### src/rtl/clock_pkg.sv
`default_nettype none
// ============================================================================
// Package : clock_pkg
// Brief   : Shared terminal values and mode encodings for the 24 h clock
//           datapath (seconds, minutes and hours stages).
// Rev     : 1.0  initial release
// ============================================================================
package clock_pkg;

  localparam logic [5:0] MIN_MAX  = 6'd59;
  localparam logic [4:0] HOUR_MAX = 5'd23;
  localparam logic [5:0] SEC_MAX  = 6'd59;

  // MODE_BAD is never entered on purpose; it exists so the FSM can name the
  // spare code and steer it back to RUN.
  typedef enum logic [1:0] {
    MODE_RUN     = 2'b00,
    MODE_SET_HR  = 2'b01,
    MODE_SET_MIN = 2'b10,
    MODE_BAD     = 2'b11
  } mode_e;

endpackage : clock_pkg
`default_nettype wire

### src/rtl/bin2bcd_6.sv
`default_nettype none
// ============================================================================
// Module : bin2bcd_6
// Brief  : Combinational 6-bit binary (0..63) to two-digit BCD {tens, ones}.
// Rev    : 1.0  initial release
// ============================================================================
module bin2bcd_6 (
  input  logic [5:0] i_bin,
  output logic [7:0] o_bcd
);

  logic [3:0] w_tens;
  logic [3:0] w_ones;

  // Range compare against each decade; the remainder always fits in 4 bits.
  always_comb begin
    w_tens = 4'd0;
    w_ones = i_bin[3:0];
    if (i_bin >= 6'd60) begin
      w_tens = 4'd6;
      w_ones = 4'(i_bin - 6'd60);
    end else if (i_bin >= 6'd50) begin
      w_tens = 4'd5;
      w_ones = 4'(i_bin - 6'd50);
    end else if (i_bin >= 6'd40) begin
      w_tens = 4'd4;
      w_ones = 4'(i_bin - 6'd40);
    end else if (i_bin >= 6'd30) begin
      w_tens = 4'd3;
      w_ones = 4'(i_bin - 6'd30);
    end else if (i_bin >= 6'd20) begin
      w_tens = 4'd2;
      w_ones = 4'(i_bin - 6'd20);
    end else if (i_bin >= 6'd10) begin
      w_tens = 4'd1;
      w_ones = 4'(i_bin - 6'd10);
    end
    o_bcd = {w_tens, w_ones};
  end

endmodule : bin2bcd_6
`default_nettype wire

### src/rtl/min_hour_counter.sv
`default_nettype none
// ============================================================================
// Module : min_hour_counter
// Brief  : Minutes/hours stage of the 24 h clock. Advances on the seconds
//          tick in RUN, lets the user set hours/minutes with two buttons,
//          and emits a one-cycle day_tick at midnight rollover.
// Rev    : 1.0  initial release
// ============================================================================
module min_hour_counter
  import clock_pkg::*;
#(
  parameter logic [5:0] MIN_MAX  = clock_pkg::MIN_MAX,
  parameter logic [4:0] HOUR_MAX = clock_pkg::HOUR_MAX
) (
  input  logic       clk_1Hz,
  input  logic       rst,
  input  logic       tick,
  input  logic       mode_btn,
  input  logic       inc_btn,
  output logic [5:0] minutes,
  output logic [4:0] hours,
  output logic [7:0] min_bcd,
  output logic [7:0] hr_bcd,
  output logic       day_tick,
  output logic [1:0] mode
);

  mode_e      r_state;
  mode_e      w_state_nxt;

  logic       r_mode_btn_q;
  logic       r_inc_btn_q;
  logic       w_mode_edge;
  logic       w_inc_edge;

  logic [5:0] r_min;
  logic [4:0] r_hr;
  logic [7:0] r_min_bcd;
  logic [7:0] r_hr_bcd;
  logic       r_day;

  logic [5:0] w_min_nxt;
  logic [4:0] w_hr_nxt;
  logic       w_day_nxt;
  logic [5:0] w_min_inc;
  logic [4:0] w_hr_inc;
  logic [7:0] w_min_bcd_nxt;
  logic [7:0] w_hr_bcd_nxt;

  // Button history resets high so a button held through reset gives no edge.
  always_ff @(posedge clk_1Hz) begin
    if (rst) begin
      r_mode_btn_q <= 1'b1;
      r_inc_btn_q  <= 1'b1;
    end else begin
      r_mode_btn_q <= mode_btn;
      r_inc_btn_q  <= inc_btn;
    end
  end

  assign w_mode_edge = mode_btn & ~r_mode_btn_q;
  assign w_inc_edge  = inc_btn  & ~r_inc_btn_q;

  // Wrapping increments at native width; shared by RUN carry and SET modes.
  assign w_min_inc = (r_min == MIN_MAX)  ? 6'd0 : r_min + 6'd1;
  assign w_hr_inc  = (r_hr  == HOUR_MAX) ? 5'd0 : r_hr  + 5'd1;

  // Mode state register.
  always_ff @(posedge clk_1Hz) begin
    if (rst) begin
      r_state <= MODE_RUN;
    end else begin
      r_state <= w_state_nxt;
    end
  end

  // Next mode and next time: the field update for the current mode is
  // applied even when the mode button advances the state on the same edge.
  always_comb begin
    w_state_nxt = r_state;
    w_min_nxt   = r_min;
    w_hr_nxt    = r_hr;
    w_day_nxt   = 1'b0;
    case (r_state)
      MODE_RUN: begin
        if (tick) begin
          w_min_nxt = w_min_inc;
          if (r_min == MIN_MAX) begin
            w_hr_nxt  = w_hr_inc;
            w_day_nxt = (r_hr == HOUR_MAX);
          end
        end
        if (w_mode_edge) begin
          w_state_nxt = MODE_SET_HR;
        end
      end
      MODE_SET_HR: begin
        if (w_inc_edge) begin
          w_hr_nxt = w_hr_inc;
        end
        if (w_mode_edge) begin
          w_state_nxt = MODE_SET_MIN;
        end
      end
      MODE_SET_MIN: begin
        if (w_inc_edge) begin
          w_min_nxt = w_min_inc;
        end
        if (w_mode_edge) begin
          w_state_nxt = MODE_RUN;
        end
      end
      default: begin
        w_state_nxt = MODE_RUN;
      end
    endcase
  end

  // BCD is derived from the next-state values so it moves with the binary.
  bin2bcd_6 u_min_bcd (
    .i_bin (w_min_nxt),
    .o_bcd (w_min_bcd_nxt)
  );

  bin2bcd_6 u_hr_bcd (
    .i_bin ({1'b0, w_hr_nxt}),
    .o_bcd (w_hr_bcd_nxt)
  );

  // Time, BCD and day pulse registers.
  always_ff @(posedge clk_1Hz) begin
    if (rst) begin
      r_min     <= 6'd0;
      r_hr      <= 5'd0;
      r_min_bcd <= 8'h00;
      r_hr_bcd  <= 8'h00;
      r_day     <= 1'b0;
    end else begin
      r_min     <= w_min_nxt;
      r_hr      <= w_hr_nxt;
      r_min_bcd <= w_min_bcd_nxt;
      r_hr_bcd  <= w_hr_bcd_nxt;
      r_day     <= w_day_nxt;
    end
  end

  assign minutes  = r_min;
  assign hours    = r_hr;
  assign min_bcd  = r_min_bcd;
  assign hr_bcd   = r_hr_bcd;
  assign day_tick = r_day;
  assign mode     = r_state;

endmodule : min_hour_counter
`default_nettype wire

### config.mk
export PLATFORM = sky130hd
export DESIGN_NAME = min_hour_counter
export DESIGN_NICKNAME = d
export VERILOG_FILES = /design/src/rtl/clock_pkg.sv /design/src/rtl/bin2bcd_6.sv /design/src/rtl/min_hour_counter.sv
export SDC_FILE = /design/constraint.sdc
export NUM_CORES = 1
export LEC_CHECK = 0
export CELL_PAD_IN_SITES_DETAIL_PLACEMENT = 1
export CELL_PAD_IN_SITES_GLOBAL_PLACEMENT = 2
export CORE_UTILIZATION = 32
export DETAILED_ROUTE_END_ITERATION = 8
export HOLD_SLACK_MARGIN = 0.02
export PLACE_DENSITY_LB_ADDON = 0.1
export SYNTH_ARGS = -nofsm -noshare
export SYNTH_HDL_FRONTEND = slang
export SYNTH_SLANG_ARGS = --single-unit
### constraint.sdc
create_clock -name clk_1Hz -period 3.85 [get_ports clk_1Hz]
set_input_delay 0.77 -clock clk_1Hz [delete_from_list [all_inputs] [get_ports clk_1Hz]]
set_output_delay 0.77 -clock clk_1Hz [all_outputs]
set_load 0.05 [all_outputs]
### Word-level counts from Yosys, hierarchy flattened

Cells that the tools add are included.

* input port bits: 5
* register bits: 32
* memories kept: 0
* memory bits (writable): 0
* memory bits (read-only): 0
* bits in latches: 0
* logic and storage cells: 96

* shifts and indexed selects: 0
* mux-type cells: 37
* div/mod/pow operators: 0
* multiply operators: 0
* eq/ne operators: 7
* bitwise logic cells: 7
* add/subtract/negate cells: 14
* reductions and logical operators: 7
* $lt $le $gt $ge: 12

Operators with widths (number)
* 4-bit 2-to-1 mux: 12
* 4-bit subtractor (second input constant): 8
* 3-bit 2-to-1 mux: 10
* 5-bit 2-to-1 mux: 4
* 5-bit by 6-bit >= comparator with 1-bit output (second input constant): 3
* 6-bit >= comparator (second input constant): 3
* 6-bit 2-to-1 mux: 3
* 6-bit by 5-bit >= comparator with 1-bit output (second input constant): 2
* 6-bit case mux with 2 select lines: 1
* 6-bit OR reduction: 2
* 5-bit >= comparator (second input constant): 2
* 5-bit case mux with 2 select lines: 1
* 4-bit by 2-bit subtractor with 4-bit output (second input constant): 2
* 4-bit by 3-bit subtractor with 4-bit output (second input constant): 2
* 6-bit by 1-bit adder with 6-bit output (second input constant): 1
* 6-bit equality test (second input constant): 1
* 6-bit by 4-bit >= comparator with 1-bit output (second input constant): 1
* 2-bit 2-to-1 mux: 3
* 2-bit inequality test (second input constant): 3
* 2-bit case mux with 3 select lines: 1
* 5-bit by 1-bit adder with 5-bit output (second input constant): 1
* 5-bit equality test (second input constant): 1
* 5-bit by 4-bit >= comparator with 1-bit output (second input constant): 1
* 1-bit NOT: 5
* other kinds (8): 11

### Logic depth before layout (Yosys ltp)

Gate-level depths: netlist of run 1.

* word-level depth: 12
* mapped depth: 13
* depth with buffers taken out: 13

### Modules after synthesis

From an unflattened synthesis of run 1, not the netlist that was laid out.

* cell total of the unflattened synthesis: 266
* area, all modules: 2343.5 um^2

By module, submodules not included
* min_hour_counter: times used 1, cells each 132, sequential area each 640.6 um^2, area an instance 1277.5 um^2
* bin2bcd_6: times used 2, cells each 67, sequential area each 0.0 um^2, area an instance 533.0 um^2

### Least setup slack after synthesis of run 1

Ideal clock, no wire load.

* path type: reg-to-reg
* start point: reg r_state[0], in the netlist mode[0]
* end point: reg r_min_bcd[1], in the netlist min_bcd[1]
* arrival: 3498 ps
* slack: 230 ps
* buffers on the path: 2
* library setup time: 121 ps
* stages on the path, launching flop included: 13
* path through: dfxtp_1 buf_6 and4bb_1 nor2_2 buf_6 a2bb2oi_1 inv_1 ha_1 nand3b_1 a31o_1 o21ai_1 a221o_2 mux2_4

* cells in the longest elaborated chain, start to end: 9

RTL lines
* from (decl): line min_hour_counter.sv:28 `mode_e r_state;`
* from (signal assigned): line min_hour_counter.sv:73 `r_state <= w_state_nxt;`
* 2-bit equality test or 2-bit logical NOT (tied branches): line min_hour_counter.sv:84 `case (r_state)`
* 6-bit case mux with 2 select lines *: line min_hour_counter.sv:84
* named net u_min_bcd.i_bin[2]: line bin2bcd_6.sv:8 `input logic [5:0] i_bin,`
* 6-bit by 4-bit >= comparator with 1-bit output: line bin2bcd_6.sv:34 `end else if (i_bin >= 6'd10) begin`
* 4-bit 2-to-1 mux: line bin2bcd_6.sv:34
* 4-bit 2-to-1 mux: line bin2bcd_6.sv:31 `end else if (i_bin >= 6'd20) begin`
* 4-bit 2-to-1 mux: line bin2bcd_6.sv:28 `end else if (i_bin >= 6'd30) begin`
* 4-bit 2-to-1 mux: line bin2bcd_6.sv:25 `end else if (i_bin >= 6'd40) begin`
* 4-bit 2-to-1 mux: line bin2bcd_6.sv:22 `end else if (i_bin >= 6'd50) begin`
* 4-bit 2-to-1 mux *: line bin2bcd_6.sv:19 `if (i_bin >= 6'd60) begin`
* to (signal assigned): line min_hour_counter.sv:141 `r_min_bcd <= w_min_bcd_nxt;`
* to (decl): line min_hour_counter.sv:38 `logic [7:0] r_min_bcd;`

Mark *: on every way through the listed nets, which the timed path passes. The rest lies on a longest branch.
A chain may end at the register's enable or synchronous reset.

### Worst setup path in the final report of run 1

* start point: in tick
* end point: reg r_min_bcd[1], in the netlist min_bcd[1]

* cells in the longest elaborated chain, start to end: 9

RTL lines
* from (decl): line min_hour_counter.sv:17 `input logic tick,`
* 6-bit 2-to-1 mux *: line min_hour_counter.sv:86 `if (tick) begin`
* 6-bit case mux with 2 select lines *: line min_hour_counter.sv:84
* named net u_min_bcd.i_bin[2]: line bin2bcd_6.sv:8
* 6-bit by 4-bit >= comparator with 1-bit output: line bin2bcd_6.sv:34
* 4-bit 2-to-1 mux: line bin2bcd_6.sv:34
* 4-bit 2-to-1 mux: line bin2bcd_6.sv:31
* 4-bit 2-to-1 mux: line bin2bcd_6.sv:28
* 4-bit 2-to-1 mux: line bin2bcd_6.sv:25
* 4-bit 2-to-1 mux: line bin2bcd_6.sv:22
* 4-bit 2-to-1 mux *: line bin2bcd_6.sv:19

Marked as above.

==> results of run 1 <==
## cell families (layout without fill, tap and decap cells)
group,after synthesis,in the layout
AO/OA/AOI/OAI,70,70
XOR/XNOR,3,3
adder cells (fa/ha/maj),14,14
buffers and inverters,24,73
flip-flops,27,27
multiplexers,6,6
other,1,3
AND/OR/NAND/NOR,73,73
## worst max-delay path, stage by stage
cell and delay, ns:
clkdlybuf4s50_1 0.55, nor3b_4 0.28, o21ai_0 0.13, a2bb2oi_1 0.16
buf_4 0.21, inv_1 0.09, ha_1 0.27, a2111o_1 0.37
buf_4 0.16, o21ai_1 0.12, a221o_2 0.19, mux2_4 0.29
## where the power goes
group          leakage (nW)  total, mW  internal (mW)  switching [mW]
clock                0.0261      0.180         0.0764           0.104
sequential            0.219      0.292          0.284         0.00776
combinational         0.811      0.120         0.0473          0.0728
total                  1.06      0.592          0.408           0.185
## path summary, 6_finish.rpt
check / from / end / slack [ns] / cells after the start
min reg2reg: hours[2]$_SDFF_PP0_ / day_tick$_SDFF_PP0_ / 0.58 / 2
min: hours[2]$_SDFF_PP0_ / day_tick$_SDFF_PP0_ / 0.58 / 2
max reg2reg: minutes[0]$_SDFF_PP0_ / hr_bcd[1]$_SDFF_PP0_ / 0.53 / 13
max: tick / min_bcd[1]$_SDFF_PP0_ / 0.44 / 12
## registers in the layout, summed over array words and instances, names as in the netlist
register and flops:
day_tick 1, min_bcd 6, minutes 6, mode 2, hr_bcd 5, hours 5
r_inc_btn_q 1, r_mode_btn_q 1
## final cells by class
| type | count | area [µm²] |
|---|---|---|
| clock buffer | 3 | 41.29 |
| clock inverter | 1 | 8.758 |
| fill | 697 | 3426 |
| inverter | 14 | 52.55 |
| multi-input combinational | 169 | 1338 |
| sequential | 27 | 540.5 |
| tap | 75 | 93.84 |
| timing repair buffer | 55 | 490.5 |
## routing by layer
metal  routed length, µm  vias up  GRT usage (%)
li1                    -      915              -
met1                2856      856          25.39
met2                2379       29          27.82
met3                 133        5          2.697
met4                  36        0          2.679
met5                   0        -              0
## synthesized netlist by cell type (2+ instances only)
library cell / number / area share (%)
nand3_1: 6 / 1.5
nand4_1: 2 / 0.62
a31oi_1: 4 / 1.2
o21ai_0: 9 / 2.2
o31ai_1: 3 / 1.1
a21boi_1: 2 / 0.75
inv_1: 11 / 2.1
clkbuf_1: 2 / 0.38
o21ai_1: 2 / 0.50
o211a_1: 2 / 1.0
buf_6: 3 / 1.7
inv_2: 2 / 0.38
a221oi_1: 2 / 0.88
a31o_1: 2 / 0.88
mux2_1: 2 / 1.1
a41oi_1: 2 / 0.88
or2_2: 2 / 0.62
a311o_1: 2 / 1.0
mux2_2: 3 / 1.7
dfxtp_1: 27 / 27
nor3_1: 3 / 0.75
xnor2_1: 3 / 1.3
a21oi_1: 9 / 2.2
nand2_1: 12 / 2.2
ha_1: 14 / 8.8
nor3b_1: 2 / 0.75
buf_4: 5 / 1.9
nand2b_1: 2 / 0.62
and2_1: 3 / 0.94
nor2_1: 24 / 4.5
a22oi_4: 2 / 2.1
==> results.toml, run 1 <==
[sta]
whs_ns = 0.5783
rsz0062_at_grt = "no"
worst_slack_ns = 0.4401
fmax_mhz = 293.3
fin_worst_skew_ns = 0.006606
tightest_slew_ns = 0.5579
slew_viol_final = 0
finalSetupViolCount = 0
period_share_pct = 88.57
hold_violations = 0
fin_crit_ns = 3.410
fin_tns_setup_ns = 0
slew_headroom_pct = 62.41

[yosys]
yosysSeqAreaShare_pct = 27.00
yosysWarnings = 0
async_flop_share_pct = 0
avgSynthCellArea_um2 = 9.183
synth_cells = 218
ys_seq_elements = 27
synth_compound_area_share_pct = 32.00
synth_top_family_by_area = "compound AO/OA/AOI/OAI gates"
synthMuxAreaShare_pct = 3.562
synth_edf_count = 0
synth-simple-area-share_pct = 20.62
synth.distinct_cells = 80
yosys.area_share.adder_pct = 8.750
synth_xor_area_share_pct = 1.312
synth_ff_type = "dfxtp_1"
syn_area_um2 = 2002

[die]
rows = 28
dieArea_um2 = 6576
fp.dieW_um = 81.10
pin_count = 35
initial_utilization_pct = 33.42
die_h_um = 81.10
coreArea_um2 = 5991

[detailed_routing]
routedWlPerCell_um = 15.71
ant_nets = 0
vias_per_cell = 5.247
drt-initial-drc-count = 56
firstDrtPassIters = 4
wl_mm = 5.405
drcViolationCount = 0
num_vias = 1805

[grt]
grt_pass1_wl_mm = 8.873
grt_pass1_vias = 1730
antenna_found_initial = 0
gr-total-overflow = 0
grt_use_total_pct = 17.60
grt_max_degree = 24

[cts]
cts_max_level = 1
post-cts-setup-buffers = 0
numCtsBuffers = 3
root_buffer = "clkbuf_8"
numClockSinks = 27
clockBufferDepth = 2
clk_latency_ns = 0.29
path_clk_slew_ns = 0.11
post_cts_resized = 0
ctsHoldBuffers = 0
cts_tree = "yes"

[outcome]
status = "finished clean"

[place]
postPlaceCellArea_um2 = 2515
gp_congestion = 0.8476
io_buffers = 31
placed_cells = 340
hpwlAfterDp_mm = 4.172
post-place-ws_ns = 0.1338

[cells_and_area]
stdcell_count = 344
utilization_pct = 42.82
final_cell_mix = "clkdlybuf4s50_1, dfxtp_1, nor2_1, buf_4, ha_1"
final_common_cell = "clkdlybuf4s50_1"
final_nets = 289
diodes = 0
drive_gt1_share_pct = 21.56
stdcell_area_um2 = 2565
area_growth_pct = 28.13

[worst_setup_path]
end_kind = "flop"
worstPathArrival_ns = 3.60
crit_type = "in2reg"
crit_required_ns = 4.04
startpoint_type = "input pin"
crit_fanout = 10

[power_and_ir_drop]
cellPowerDensity_nw_per_um2 = 231.0
p_total_uw = 592.5
p_leak_nw = 1.055
ir_drop_uv = 109.2

[worst_hold_path]
hp-class = "reg2reg"

[flow_run]
maxCapViolCount = 0
Power figures use the tool's default switching activity.
==> inputs of run 2 (changes only) <==
CTS_CLUSTER_SIZE = 30   (was not set)
SLEW_MARGIN = 20   (was not set)
==> results of run 2 <==
Final layout, timing and power as in run 1 (identical DEF).
==> inputs of run 3 (changes only) <==
CORE_UTILIZATION = 39   (was 32)
DONT_BUFFER_PORTS = 1   (was not set)
==> results.toml, run 3 (synthesized netlist as in run 1, its figures left out) <==
[sta]
hold_violations = 0
fmax_mhz = 312.0
finalSetupViolCount = 0
fin_worst_skew_ns = 0.008474
whs_ns = 0.5399
rsz0062_at_grt = "no"
tightest_slew_ns = 0.6510
period_share_pct = 83.26
slew_headroom_pct = 56.54
slew_viol_final = 0
fin_crit_ns = 3.205
fin_tns_setup_ns = 0

[power_and_ir_drop]
p_switching_uw = 176.7
pwr-share-seq_pct = 51.3
ir_drop_uv = 136.6
p_leak_nw = 0.9010
pwr-share-clk_pct = 31.5
power_frac_comb_pct = 17.2
p_sw_share_pct = 31.04
p_int_uw = 392.6
p_total_uw = 569.3
cellPowerDensity_nw_per_um2 = 262.4

[worst_setup_path]
end_kind = "flop"
startpoint_type = "flop"
worstPathArrival_ns = 3.39
crit_type = "reg2reg"
crit_fanout = 6
crit_required_ns = 4.03

[detailed_routing]
routedWlPerCell_um = 18.24
drt-initial-drc-count = 71
wl_mm = 5.382
num_vias = 1724
firstDrtPassIters = 4
drcViolationCount = 0
vias_per_cell = 5.844
ant_nets = 0

[cells_and_area]
drive_gt1_share_pct = 21.05
final_nets = 248
final_common_cell = "dfxtp_1"
final_cell_mix = "dfxtp_1, nor2_1, ha_1, buf_4, nand2_1"
diodes = 0
area_growth_pct = 8.375

[cts]
ctsHoldBuffers = 0
path_clk_slew_ns = 0.11
post-cts-setup-buffers = 0
root_buffer = "clkbuf_8"
numClockSinks = 27
cts_tree = "yes"
clk_latency_ns = 0.28
clockBufferDepth = 2
cts_max_level = 1
post_cts_resized = 0
numCtsBuffers = 3

[die]
initial_utilization_pct = 41.56
fp.dieW_um = 73.65
rows = 25
pin_count = 35
die_h_um = 73.65
coreArea_um2 = 4817
dieArea_um2 = 5424

[grt]
grt_pass1_wl_mm = 8.776
gr-total-overflow = 0
grt_pass1_vias = 1799
antenna_found_initial = 0
grt_use_total_pct = 21.17
grt_max_degree = 24

[worst_hold_path]
hp-class = "in2reg"

[place]
io_buffers = 0
hpwlAfterDp_mm = 4.180
gp_congestion = 0.8908

[outcome]
status = "finished clean"

[flow_run]
maxCapViolCount = 0
[run 3: cell types whose count changed in the layout (fill, tap and decap cells not counted), sizes merged]
cell	previous run	this run
clkdlybuf4s50	31	0
buf	24	14
[run 3: per-layer routing]
| layer | part of all wire, % | vias up | track usage, % |
|---|---|---|---|
| met3 | 3.9 | 6 | 3.018 |
| met4 | 1.2 | 0 | 6.624 |
| met5 | 0 | - | 0 |
| li1 | - | 833 | - |
| met1 | 50 | 846 | 28.52 |
| met2 | 45 | 39 | 34.76 |
[run 3: final timing paths]
kind | cells after the start | endpoint | slack (ns) | start
max | 13 | hr_bcd[1]$_SDFF_PP0_ | 0.64 | minutes[1]$_SDFF_PP0_
min | 1 | hours[0]$_SDFF_PP0_ | 0.54 | rst
max reg2reg | 13 | hr_bcd[1]$_SDFF_PP0_ | 0.64 | minutes[1]$_SDFF_PP0_
min reg2reg | 2 | day_tick$_SDFF_PP0_ | 0.58 | hours[2]$_SDFF_PP0_
[run 3: layout make-up]
cell class	instances	area, µm²
repair buffers	14	105.1
well taps	67	83.83
multi-input cells	169	1338
clock buffers	3	41.29
fillers	598	2648
clock inverters	1	8.758
inverters	14	52.55
flip-flops and latches	27	540.5
[run 3: stage by stage]
stage / instances / instance area, µm² / util [%] / setup WS (ns)
6_report: 295 / 2170 / 45.04 / 0.6445
5_1_grt: 295 / 2170 / 45.04 / 0.4198
4_1_cts: 295 / 2170 / 45.04 / 0.6350
3_5_place_dp: 291 / 2120 / 44.00 / 0.5446
3_3_place_gp: 291 / 2120 / 44.00 / 0.5908
2_1_floorplan: 220 / 2009 / - / 0.2302
[run 3: critical path, cell delays in order, from the launching register on]
cell	delay (ns)
dfxtp_1	0.35
ha_1	0.26
and2b_1	0.36
a41oi_4	0.19
or2_4	0.29
nand2_1	0.07
o21ai_0	0.23
inv_1	0.15
ha_1	0.17
inv_1	0.08
a31oi_1	0.26
nand2b_1	0.09
a32oi_1	0.26
mux2_1	0.35
[run 3: power by group through the flow]
| stage | sequential, mW | clock (mW) | combinational (mW) |
|---|---|---|---|
| 6_report | 0.292 | 0.180 | 0.0979 |
| 4_1_cts | 0.292 | 0.187 | 0.0980 |
| 5_1_grt | 0.293 | 0.195 | 0.104 |
| 3_3_place_gp | 0.298 | 0 | 0.0962 |
| 2_1_floorplan | 0.309 | 0 | 0.0746 |
| 3_5_place_dp | 0.298 | 0 | 0.0969 |
